## src/rtl/ahb_bus_arbiter_if.sv

```systemverilog
// Bus bundle between the AHB masters, the arbiter/mux and the shared slave path.
// The master modport is the side that drives requests and address/control;
// the slave modport is the arbiter's view of the same signals.
interface ahb_bus_arbiter_if #(
   parameter int unsigned NUM_M = 2,
   parameter int unsigned AW    = 32,
   parameter int unsigned DW    = 32
);
   localparam int unsigned MW = $clog2(NUM_M);

   logic                  hready_i;
   logic [NUM_M-1:0]      m_hbusreq_i;
   logic [NUM_M-1:0]      m_hlock_i;
   logic [NUM_M-1:0]      m_hgrant_o;
   logic [2*NUM_M-1:0]    m_htrans_i;
   logic [3*NUM_M-1:0]    m_hburst_i;
   logic [3*NUM_M-1:0]    m_hsize_i;
   logic [NUM_M-1:0]      m_hwrite_i;
   logic [AW*NUM_M-1:0]   m_haddr_i;
   logic [DW*NUM_M-1:0]   m_hwdata_i;
   logic [1:0]            s_htrans_o;
   logic [2:0]            s_hburst_o;
   logic [2:0]            s_hsize_o;
   logic                  s_hwrite_o;
   logic [AW-1:0]         s_haddr_o;
   logic [DW-1:0]         s_hwdata_o;
   logic                  s_hmastlock_o;
   logic [MW-1:0]         hmaster_o;

   modport master (
      output hready_i, m_hbusreq_i, m_hlock_i, m_htrans_i, m_hburst_i,
             m_hsize_i, m_hwrite_i, m_haddr_i, m_hwdata_i,
      input  m_hgrant_o, s_htrans_o, s_hburst_o, s_hsize_o, s_hwrite_o,
             s_haddr_o, s_hwdata_o, s_hmastlock_o, hmaster_o
   );

   modport slave (
      input  hready_i, m_hbusreq_i, m_hlock_i, m_htrans_i, m_hburst_i,
             m_hsize_i, m_hwrite_i, m_haddr_i, m_hwdata_i,
      output m_hgrant_o, s_htrans_o, s_hburst_o, s_hsize_o, s_hwrite_o,
             s_haddr_o, s_hwdata_o, s_hmastlock_o, hmaster_o
   );
endinterface

```

## src/rtl/ahb_bus_arbiter.sv

```systemverilog
// Classic AHB HBUSREQ/HGRANT arbiter plus master-side mux for the MiniSoC bus.
// Round-robin grant that holds through HLOCK and fixed-length bursts; the
// address/control path follows the address-phase owner, HWDATA follows the
// data-phase owner one transfer behind.
module ahb_bus_arbiter #(
   parameter int unsigned NUM_M = 2,
   parameter int unsigned DEF_M = 0,
   parameter int unsigned AW    = 32,
   parameter int unsigned DW    = 32
) (
   input  logic             hclk_i,
   input  logic             hresetn_i,
   ahb_bus_arbiter_if.slave bus
);
   localparam int unsigned MW = $clog2(NUM_M);

   typedef enum logic [1:0] {
      TR_IDLE   = 2'b00,
      TR_BUSY   = 2'b01,
      TR_NONSEQ = 2'b10,
      TR_SEQ    = 2'b11
   } htrans_e;

   typedef enum logic [2:0] {
      BU_SINGLE = 3'd0,
      BU_INCR   = 3'd1,
      BU_WRAP4  = 3'd2,
      BU_INCR4  = 3'd3,
      BU_WRAP8  = 3'd4,
      BU_INCR8  = 3'd5,
      BU_WRAP16 = 3'd6,
      BU_INCR16 = 3'd7
   } hburst_e;

   // registered arbitration state
   logic [NUM_M-1:0] grant;
   logic [MW-1:0]    grant_idx;
   logic [MW-1:0]    hmaster;
   logic [MW-1:0]    data_owner;
   logic             mastlock;
   logic [3:0]       rem;

   // next-state helpers
   htrans_e          own_trans;
   hburst_e          own_burst;
   logic             granted_lock;
   logic [3:0]       burst_last;
   logic [3:0]       rem_new;
   logic             may_move;
   logic [MW-1:0]    next_idx;
   logic [NUM_M-1:0] next_grant;

   // mux results
   logic [1:0]       htrans_mux;
   logic [2:0]       hburst_mux;
   logic [2:0]       hsize_mux;
   logic             hwrite_mux;
   logic [AW-1:0]    haddr_mux;
   logic [DW-1:0]    hwdata_mux;

   // Pick the address-phase owner's transfer type/burst and the grant holder's lock
   always_comb begin
      own_trans    = TR_IDLE;
      own_burst    = BU_SINGLE;
      granted_lock = 1'b0;
      for (int unsigned i = 0; i < NUM_M; i++) begin
         if (hmaster == MW'(i)) begin
            own_trans = htrans_e'(bus.m_htrans_i[2*i +: 2]);
            own_burst = hburst_e'(bus.m_hburst_i[3*i +: 3]);
         end
         if (grant_idx == MW'(i)) begin
            granted_lock = bus.m_hlock_i[i];
         end
      end
   end

   // Remaining-beat count after this edge; grant may move once at most one beat remains
   always_comb begin
      case (own_burst)
         BU_WRAP4,  BU_INCR4:  burst_last = 4'd3;
         BU_WRAP8,  BU_INCR8:  burst_last = 4'd7;
         BU_WRAP16, BU_INCR16: burst_last = 4'd15;
         default:              burst_last = 4'd0;
      endcase
      rem_new = rem;
      case (own_trans)
         TR_NONSEQ: rem_new = burst_last;
         TR_SEQ:    if (rem != 4'd0) rem_new = rem - 4'd1;
         default:   rem_new = rem;
      endcase
      may_move = !granted_lock && (rem_new <= 4'd1);
   end

   // Round-robin search starting just above the current holder, holder checked last
   always_comb begin
      logic        found;
      int unsigned cand;
      next_idx = MW'(DEF_M);
      found    = 1'b0;
      for (int unsigned k = 1; k <= NUM_M; k++) begin
         cand = 32'(grant_idx) + k;
         if (cand >= NUM_M) cand = cand - NUM_M;
         for (int unsigned j = 0; j < NUM_M; j++) begin
            if (!found && (j == cand) && bus.m_hbusreq_i[j]) begin
               found    = 1'b1;
               next_idx = MW'(j);
            end
         end
      end
      for (int unsigned j = 0; j < NUM_M; j++) begin
         next_grant[j] = (next_idx == MW'(j));
      end
   end

   // Ownership, lock, beat count and grant advance only on HREADY edges
   always_ff @(posedge hclk_i) begin
      if (!hresetn_i) begin
         grant      <= NUM_M'(1) << DEF_M;
         grant_idx  <= MW'(DEF_M);
         hmaster    <= MW'(DEF_M);
         data_owner <= MW'(DEF_M);
         mastlock   <= 1'b0;
         rem        <= 4'd0;
      end else if (bus.hready_i) begin
         hmaster    <= grant_idx;
         data_owner <= hmaster;
         mastlock   <= granted_lock;
         rem        <= rem_new;
         if (may_move) begin
            grant     <= next_grant;
            grant_idx <= next_idx;
         end
      end
   end

   // Address/control by address-phase owner, write data by data-phase owner
   always_comb begin
      htrans_mux = '0;
      hburst_mux = '0;
      hsize_mux  = '0;
      hwrite_mux = 1'b0;
      haddr_mux  = '0;
      hwdata_mux = '0;
      for (int unsigned i = 0; i < NUM_M; i++) begin
         if (hmaster == MW'(i)) begin
            htrans_mux = bus.m_htrans_i[2*i +: 2];
            hburst_mux = bus.m_hburst_i[3*i +: 3];
            hsize_mux  = bus.m_hsize_i[3*i +: 3];
            hwrite_mux = bus.m_hwrite_i[i];
            haddr_mux  = bus.m_haddr_i[AW*i +: AW];
         end
         if (data_owner == MW'(i)) begin
            hwdata_mux = bus.m_hwdata_i[DW*i +: DW];
         end
      end
   end

   assign bus.m_hgrant_o    = grant;
   assign bus.hmaster_o     = hmaster;
   assign bus.s_hmastlock_o = mastlock;
   assign bus.s_htrans_o    = htrans_mux;
   assign bus.s_hburst_o    = hburst_mux;
   assign bus.s_hsize_o     = hsize_mux;
   assign bus.s_hwrite_o    = hwrite_mux;
   assign bus.s_haddr_o     = haddr_mux;
   assign bus.s_hwdata_o    = hwdata_mux;
endmodule
```

## src/flat_wrapper.sv

```systemverilog
// flat-port wrapper written by rule: the top's interface ports become plain ports
module ahb_bus_arbiter_flat 
#(
   parameter int unsigned NUM_M = 2,
   parameter int unsigned DEF_M = 0,
   parameter int unsigned AW    = 32,
   parameter int unsigned DW    = 32
)
  (hclk_i, hresetn_i, bus_hready_i, bus_m_hbusreq_i, bus_m_hlock_i, bus_m_htrans_i, bus_m_hburst_i, bus_m_hsize_i, bus_m_hwrite_i, bus_m_haddr_i, bus_m_hwdata_i, bus_m_hgrant_o, bus_s_htrans_o, bus_s_hburst_o, bus_s_hsize_o, bus_s_hwrite_o, bus_s_haddr_o, bus_s_hwdata_o, bus_s_hmastlock_o, bus_hmaster_o);
  ahb_bus_arbiter_if #(.NUM_M(NUM_M), .AW(AW), .DW(DW)) bus_i ();
  input  logic hclk_i;
  input  logic hresetn_i;
  input wire logic [$bits(bus_i.hready_i)-1:0] bus_hready_i;
  input wire logic [$bits(bus_i.m_hbusreq_i)-1:0] bus_m_hbusreq_i;
  input wire logic [$bits(bus_i.m_hlock_i)-1:0] bus_m_hlock_i;
  input wire logic [$bits(bus_i.m_htrans_i)-1:0] bus_m_htrans_i;
  input wire logic [$bits(bus_i.m_hburst_i)-1:0] bus_m_hburst_i;
  input wire logic [$bits(bus_i.m_hsize_i)-1:0] bus_m_hsize_i;
  input wire logic [$bits(bus_i.m_hwrite_i)-1:0] bus_m_hwrite_i;
  input wire logic [$bits(bus_i.m_haddr_i)-1:0] bus_m_haddr_i;
  input wire logic [$bits(bus_i.m_hwdata_i)-1:0] bus_m_hwdata_i;
  output wire logic [$bits(bus_i.m_hgrant_o)-1:0] bus_m_hgrant_o;
  output wire logic [$bits(bus_i.s_htrans_o)-1:0] bus_s_htrans_o;
  output wire logic [$bits(bus_i.s_hburst_o)-1:0] bus_s_hburst_o;
  output wire logic [$bits(bus_i.s_hsize_o)-1:0] bus_s_hsize_o;
  output wire logic [$bits(bus_i.s_hwrite_o)-1:0] bus_s_hwrite_o;
  output wire logic [$bits(bus_i.s_haddr_o)-1:0] bus_s_haddr_o;
  output wire logic [$bits(bus_i.s_hwdata_o)-1:0] bus_s_hwdata_o;
  output wire logic [$bits(bus_i.s_hmastlock_o)-1:0] bus_s_hmastlock_o;
  output wire logic [$bits(bus_i.hmaster_o)-1:0] bus_hmaster_o;
  assign bus_i.hready_i = bus_hready_i;
  assign bus_i.m_hbusreq_i = bus_m_hbusreq_i;
  assign bus_i.m_hlock_i = bus_m_hlock_i;
  assign bus_i.m_htrans_i = bus_m_htrans_i;
  assign bus_i.m_hburst_i = bus_m_hburst_i;
  assign bus_i.m_hsize_i = bus_m_hsize_i;
  assign bus_i.m_hwrite_i = bus_m_hwrite_i;
  assign bus_i.m_haddr_i = bus_m_haddr_i;
  assign bus_i.m_hwdata_i = bus_m_hwdata_i;
  assign bus_m_hgrant_o = bus_i.m_hgrant_o;
  assign bus_s_htrans_o = bus_i.s_htrans_o;
  assign bus_s_hburst_o = bus_i.s_hburst_o;
  assign bus_s_hsize_o = bus_i.s_hsize_o;
  assign bus_s_hwrite_o = bus_i.s_hwrite_o;
  assign bus_s_haddr_o = bus_i.s_haddr_o;
  assign bus_s_hwdata_o = bus_i.s_hwdata_o;
  assign bus_s_hmastlock_o = bus_i.s_hmastlock_o;
  assign bus_hmaster_o = bus_i.hmaster_o;
  ahb_bus_arbiter #(.NUM_M(NUM_M), .DEF_M(DEF_M), .AW(AW), .DW(DW)) u_core (.hclk_i(hclk_i), .hresetn_i(hresetn_i), .bus(bus_i));
endmodule
```

## config.mk

```make
export PLATFORM = sky130hd
export DESIGN_NAME = ahb_bus_arbiter_flat
export DESIGN_NICKNAME = d
export VERILOG_FILES = /design/src/rtl/ahb_bus_arbiter_if.sv /design/src/rtl/ahb_bus_arbiter.sv /design/src/flat_wrapper.sv
export SDC_FILE = /design/constraint.sdc
export NUM_CORES = 1
export LEC_CHECK = 0
export ABC_CLOCK_PERIOD_IN_PS = 4670
export CAP_MARGIN = 10
export CORE_AREA = 2 2 88 90
export CTS_CLUSTER_DIAMETER = 150
export DETAILED_ROUTE_END_ITERATION = 7
export DIE_AREA = 0 0 90 92
export PLACE_DENSITY = 0.7
export SYNTH_ARGS = -nofsm -noshare
export SYNTH_HDL_FRONTEND = slang
export SYNTH_SLANG_ARGS = --single-unit
```

## constraint.sdc

```tcl
create_clock -name hclk_i -period 4.67 [get_ports hclk_i]
set_clock_uncertainty 0.15 [all_clocks]
set_input_delay 0.934 -clock hclk_i [delete_from_list [all_inputs] [get_ports hclk_i]]
set_output_delay 0.934 -clock hclk_i [all_outputs]
set_load 0.03 [all_outputs]
```

==> metrics, run 1 <==
first-pass GRT wire length=roughly 11000 microns; # diodes=0; DR pass1 iterations=4; leading cell types in the layout, fill and taps excluded=clkdlybuf4s50_1, mux2_2, dfxtp_1; Site Rows=32; Clock Path Buffers=2; initial core utilization=0.201; # Post-CTS Setup Buffers=0; Syn Inst Count=158; static leakage=1.42 nW; synth warn=0; Worst setup EP type=primary output; post-cts repair resize count=0; Ports=230; reg2reg end=u_core.bus.m_hgrant_o[0]; Worst Hold Class=register to register; GRT Util Overall=0.166; Syn Nets=312; Slew headroom=0.601; DP Wirelength=roughly 6400 microns; PortBufs=229; CTS H-tree depth=1; Register Area=~180 sq um; post-route clock period utilization=0.766; nets=536; hold_sp=u_core.bus.s_hmastlock_o; Multi-input gate area=1220 sq um; Setup TNS Final=0 ns; CTS hold repair buffers=0; Final ANT Viol Nets=0; fraction of layout cells with a size suffix above 1=0.218; Sw Pwr=around 0.19 mW; number of synthesized flops with an enable pin=0; vias in the first global route=between 2000 and 2500; Max-Cap Viols=0; clk sinks=9; Iter 0 DRT Violations=25; Sw Share=0.338; # setup viols final=0; Seq/Total Area, Yosys=0.121; fin. max-slew vios=0; startpoint types=input port; Residual DRC=0; commonest non-fill, non-tap cell in the layout=clkdlybuf4s50_1; top_reg_cell synth=dfxtp_1; final WL=7460 microns; clk root buf=clkbuf_8; clock slew at reported path FFs=approximately 0.040 ns; Worst-Margin Slew=0.598 ns; DR vias/cell=4.40; FF-to-FF Start=u_core.rem[0]; synthesized cell area=1490 sq um; Die Height=92 microns; CP max stage cell=clkdlybuf4s50_1; Die W=90 microns; fin crit period=3.58 ns; largest net degree at the start of global routing=34; Power Total=0.549 mW; RSZ-0062 raised after global routing=no; hold path depth=2; peak supply drop=0.0830 mV; Distinct cells, synth=36; Num CTS Buffers=3; pwr dens=140 nW/um^2; Die Area=8280 sq um; initial antenna violation count=0; internal power=between 0.3 and 0.4 mW; Crit Path Max Fanout=6; clk_lat worst skew=0.23 ns; ys async rst share=0; WHS Endpoint=u_core.bus.s_hmastlock_o; final hold vios=0; register bit total from synthesis=9; most frequent CP cell=clkdlybuf4s50_1; area grow syn2layout=162%; status=complete, no violations; CP peak stage delay=0.60 ns; Comb pwr share=0.681; flop2flop setup slack=2.37 ns; sequential power share=0.160; clock share of power=0.159; grt ovf=0; CORE AREA=7450 sq um; worst setup path class=input port to primary output; WL/cell=15.5 microns; CP cell instances=clkdlybuf4s50_1 -> mux2i_1 -> inv_1 -> clkdlybuf4s50_1; Worst Path Required=3.59 ns; f_max=280 MHz; Worst Path Arrival=between 2 and 2.5 ns; via count=between 2000 and 2500; GP Congestion=0.804; R2R depth=7; TritonCTS clock tree=yes; Fillers=just over 700; Synth Area per Inst=9.46 sq um
==> cell type report <==
cell class,count,area share
multi-input cells,129,0.312
repair buffers,232,0.591
inverters,7,0.00670
flip-flops and latches,9,0.0463
well taps,102,0.0326
clock buffers,4,0.0115
==> synth_stat cells (3+ instances only) <==
master | count | area share
mux2_2 | 71 | 0.54
dfxtp_1 | 9 | 0.12
inv_1 | 7 | 0.018
mux2i_1 | 6 | 0.040
nand2_1 | 6 | 0.015
clkbuf_1 | 5 | 0.013
nor2b_1 | 5 | 0.021
o21ai_0 | 5 | 0.017
a21oi_1 | 3 | 0.010
buf_1 | 3 | 0.0075
buf_2 | 3 | 0.010
nor2_1 | 3 | 0.0075
==> registers in the layout, summed over array words and instances, names as in the netlist <==
register,flops
u_core.rem,4
u_core.bus.hmaster_o,1
u_core.bus.m_hgrant_o,1
u_core.bus.s_hmastlock_o,1
u_core.data_owner,1
u_core.grant_idx,1
==> worst max-delay path: cells and delay by family <==
| family | cells | cell delay, ns |
|---|---|---|
| buffers and inverters | 3 | 1.13 |
| multiplexers | 1 | 0.43 |
==> worst max-delay path by stage <==
| stage | from | endpoint | slack [ns] | cells past startpoint |
|---|---|---|---|---|
| after global routing | bus_m_htrans_i[1] | bus_s_htrans_o[1] | 1.01 | 4 |
| after global placement | bus_m_htrans_i[3] | bus_s_htrans_o[1] | 1.10 | 4 |
| after detailed placement | bus_m_htrans_i[3] | bus_s_htrans_o[1] | 1.09 | 4 |
| after floorplan | u_core.bus.hmaster_o | bus_s_haddr_o[0] | 1.86 | 4 |
| final | bus_m_htrans_i[3] | bus_s_htrans_o[1] | 1.09 | 4 |
| after CTS | bus_m_htrans_i[1] | bus_s_htrans_o[1] | 1.09 | 4 |
==> per-stage QoR <==
| stage | cell area, sq um | hold WS [ns] | utilization | setup slack, ns | instances |
|---|---|---|---|---|---|
| after floorplan | 1490 | 0.339 | - | 1.86 | 158 |
| after global placement | 3870 | 0.385 | 0.520 | 1.10 | 479 |
| after detailed placement | 3870 | 0.395 | 0.520 | 1.09 | 479 |
| after CTS | 3920 | 0.401 | 0.526 | 1.09 | 483 |
| after global routing | 3920 | 0.456 | 0.526 | 1.01 | 483 |
| final | 3920 | 0.399 | 0.526 | 1.09 | 483 |
==> cell families after synthesis <==
family,share of synthesized area
mux,0.598
simple gates,0.108
compound gates,0.105
buf+inv,0.0603
flops,0.121
fa+ha+maj,0.00837
==> per-layer routing <==
metal  part of all wire  wire length [microns]  global-route usage
met5                  0                      0                   0
met1               0.39                   2930               0.192
met2               0.50                   3720               0.305
met3               0.11                    821              0.0583
met4                  0                      0              0.0154
==> power by group through the flow <==
stage	registers [mW]	logic [mW]	clock network, mW
after detailed placement	0.0891	0.375	0
after global routing	0.0887	0.395	0.0956
after floorplan	0.0877	0.163	0
final	0.0878	0.374	0.0871
after global placement	0.0890	0.373	0
after CTS	0.0878	0.377	0.0909
Note: power is estimated with default switching activity, not from simulation.
==> inputs of run 2 (changes only) <==
--- a/config.mk
+++ b/config.mk
@@ -5,13 +5,13 @@
 export SDC_FILE = /design/constraint.sdc
 export NUM_CORES = 1
 export LEC_CHECK = 0
-export ABC_CLOCK_PERIOD_IN_PS = 4670
+export ABC_CLOCK_PERIOD_IN_PS = 3600
 export CAP_MARGIN = 10
-export CORE_AREA = 2 2 88 90
+export CORE_AREA = 2 2 89 91
 export CTS_CLUSTER_DIAMETER = 150
 export DETAILED_ROUTE_END_ITERATION = 7
-export DIE_AREA = 0 0 90 92
-export PLACE_DENSITY = 0.7
+export DIE_AREA = 0 0 91 93
+export PLACE_DENSITY = 0.68
 export SYNTH_ARGS = -nofsm -noshare
 export SYNTH_HDL_FRONTEND = slang
 export SYNTH_SLANG_ARGS = --single-unit
==> constraint.sdc (replaced) <==
create_clock -name hclk_i -period 3.6 [get_ports hclk_i]
set_clock_uncertainty 0.15 [all_clocks]
set_input_delay 0.72 -clock hclk_i [delete_from_list [all_inputs] [get_ports hclk_i]]
set_output_delay 0.72 -clock hclk_i [all_outputs]
set_load 0.03 [all_outputs]
==> metrics, run 2 (synthesized netlist as in run 1, its figures left out) <==
status=complete, no violations; first-pass GRT wire length=11300 microns (+1.1%); via count=2109 (-0.75%); Die W=91 microns (+1.1%); WL/cell=15.9 microns (+3.1%); Worst setup EP type=primary output; final hold vios=0 (unchanged); DP Wirelength=6640 microns (+3.1%); Final WS setup=0.436 ns (-0.657 ns); Clock Path Buffers=2 (unchanged); post-cts repair resize count=0 (unchanged); worst setup path class=input port to primary output; initial antenna violation count=0 (unchanged); Site Rows=32 (unchanged); Crit Path Max Fanout=6 (unchanged); Worst Path Required=2.73 ns (-0.86 ns); CP cell instances=clkdlybuf4s50_1 -> mux2i_1 -> inv_1 -> clkdlybuf4s50_1; Worst Hold Class=register to register; Iter 0 DRT Violations=49 (+96%); Fillers=711 (-0.70%); Ports=230 (unchanged); peak supply drop=0.103 mV (+24%); Die Area=8460 sq um (+2.2%); clk_lat worst skew=0.24 ns (about the same); # diodes=0 (unchanged); CTS H-tree depth=1 (unchanged); Worst Path Arrival=2.29 ns (-0.20 ns); Residual DRC=0 (unchanged); GRT Util Overall=0.166 (about the same); f_max=between 300 and 400 MHz; vias in the first global route=2142 (-0.14%); Max-Cap Viols=0 (unchanged); most frequent CP cell=clkdlybuf4s50_1; max reg flops=4 (unchanged); clk sinks=9 (unchanged); fraction of layout cells with a size suffix above 1=0.216 (-0.00206); CP peak stage delay=0.61 ns (about the same); Num CTS Buffers=3 (unchanged); Setup TNS Final=0 ns (unchanged); clk root buf=clkbuf_8; register bank with the most flops=u_core.rem; GP Congestion=0.802 (-0.24%); fin. max-slew vios=0 (unchanged); PortBufs=229 (unchanged); TritonCTS clock tree=yes; CORE AREA=7530 sq um (+1.1%); # setup viols final=0 (unchanged); final WL=7680 microns (+2.9%); RSZ-0062 raised after global routing=no; fin crit period=approximately 3.2 ns; grt ovf=0 (unchanged); Final ANT Viol Nets=0 (unchanged); Worst-Margin Slew=0.681 ns (+0.0824 ns); initial core utilization=0.198 (-0.00213); leading cell types in the layout, fill and taps excluded=clkdlybuf4s50_1, mux2_2, dfxtp_1; # Post-CTS Setup Buffers=0 (unchanged); pwr dens=183 nW/um^2 (+31%); area grow syn2layout=163%; largest net degree at the start of global routing=34 (unchanged); commonest non-fill, non-tap cell in the layout=clkdlybuf4s50_1; worst slack, placed=0.439 ns (-0.656 ns); clock slew at reported path FFs=0.04 ns (about the same); CP max stage cell=clkdlybuf4s50_1; startpoint types=input port; Slew headroom=0.546 (-0.0550); post-route clock period utilization=0.879; Hold Slack=0.393 ns (-0.00668 ns); static leakage=1.42 nW (-0.19%); DR pass1 iterations=4 (unchanged); Power Total=0.718 mW (+31%); nets=535 (-0.19%); DR vias/cell=4.38 (-0.55%); Die Height=93 microns (+1.1%); CTS hold repair buffers=0 (unchanged)
run 2: metrics by stage:
step / instances / area [sq um] / util
2_1_floorplan: 158 / 1490 / -
3_3_place_gp: 478 / 3880 / 0.515
3_5_place_dp: 478 / 3880 / 0.515
4_1_cts: 482 / 3920 / 0.521
5_1_grt: 482 / 3920 / 0.521
6_report: 482 / 3920 / 0.521
run 2: final timing paths:
path / start / end / slack [ns] / cells after the start
min reg2reg: u_core.grant_idx / u_core.grant_idx / 0.39 / 2
max reg2reg: u_core.bus.hmaster_o / u_core.bus.m_hgrant_o[0] / 1.25 / 6
max: bus_m_htrans_i[3] / bus_s_htrans_o[1] / 0.44 / 4
min: u_core.grant_idx / u_core.grant_idx / 0.39 / 2
run 2: where the power goes:
part	total [mW]	internal [mW]	switching [mW]
combinational	0.486	0.289	0.197
sequential	0.114	0.105	0.00886
clock	0.118	0.0772	0.0406
run 2: layout make-up:
| class | instances | area, sq um | share of cell area |
|---|---|---|---|
| repair buffers | 231 | 2320 | 0.591 |
| multi-input cells | 129 | 1220 | 0.312 |
| flip-flops and latches | 9 | 181 | 0.0462 |
| clock buffers | 4 | 45.0 | 0.0115 |
| well taps | 102 | 128 | 0.0325 |
| inverters | 7 | 26.3 | 0.00670 |
run 2: critical path: cells and delay by family:
kind                   cells  cell delay [ns]
multiplexers               1             0.43
buffers and inverters      3             1.14
run 2: routing by layer:
layer	wire [microns]	track usage	vias to the layer above
li1	-	-	1029
met1	2870	0.187	940
met2	3960	0.310	135
met3	763	0.0508	5
met4	89	0.0278	0
met5	0	0	-
==> inputs of run 3 (changes only) <==
--- a/config.mk
+++ b/config.mk
@@ -12,6 +12,7 @@
 export DETAILED_ROUTE_END_ITERATION = 7
 export DIE_AREA = 0 0 91 93
 export PLACE_DENSITY = 0.68
+export SLEW_MARGIN = 20
 export SYNTH_ARGS = -nofsm -noshare
 export SYNTH_HDL_FRONTEND = slang
 export SYNTH_SLANG_ARGS = --single-unit
==> results of run 3 <==
Same layout as run 2: the final DEF is identical, and so are final timing and power.
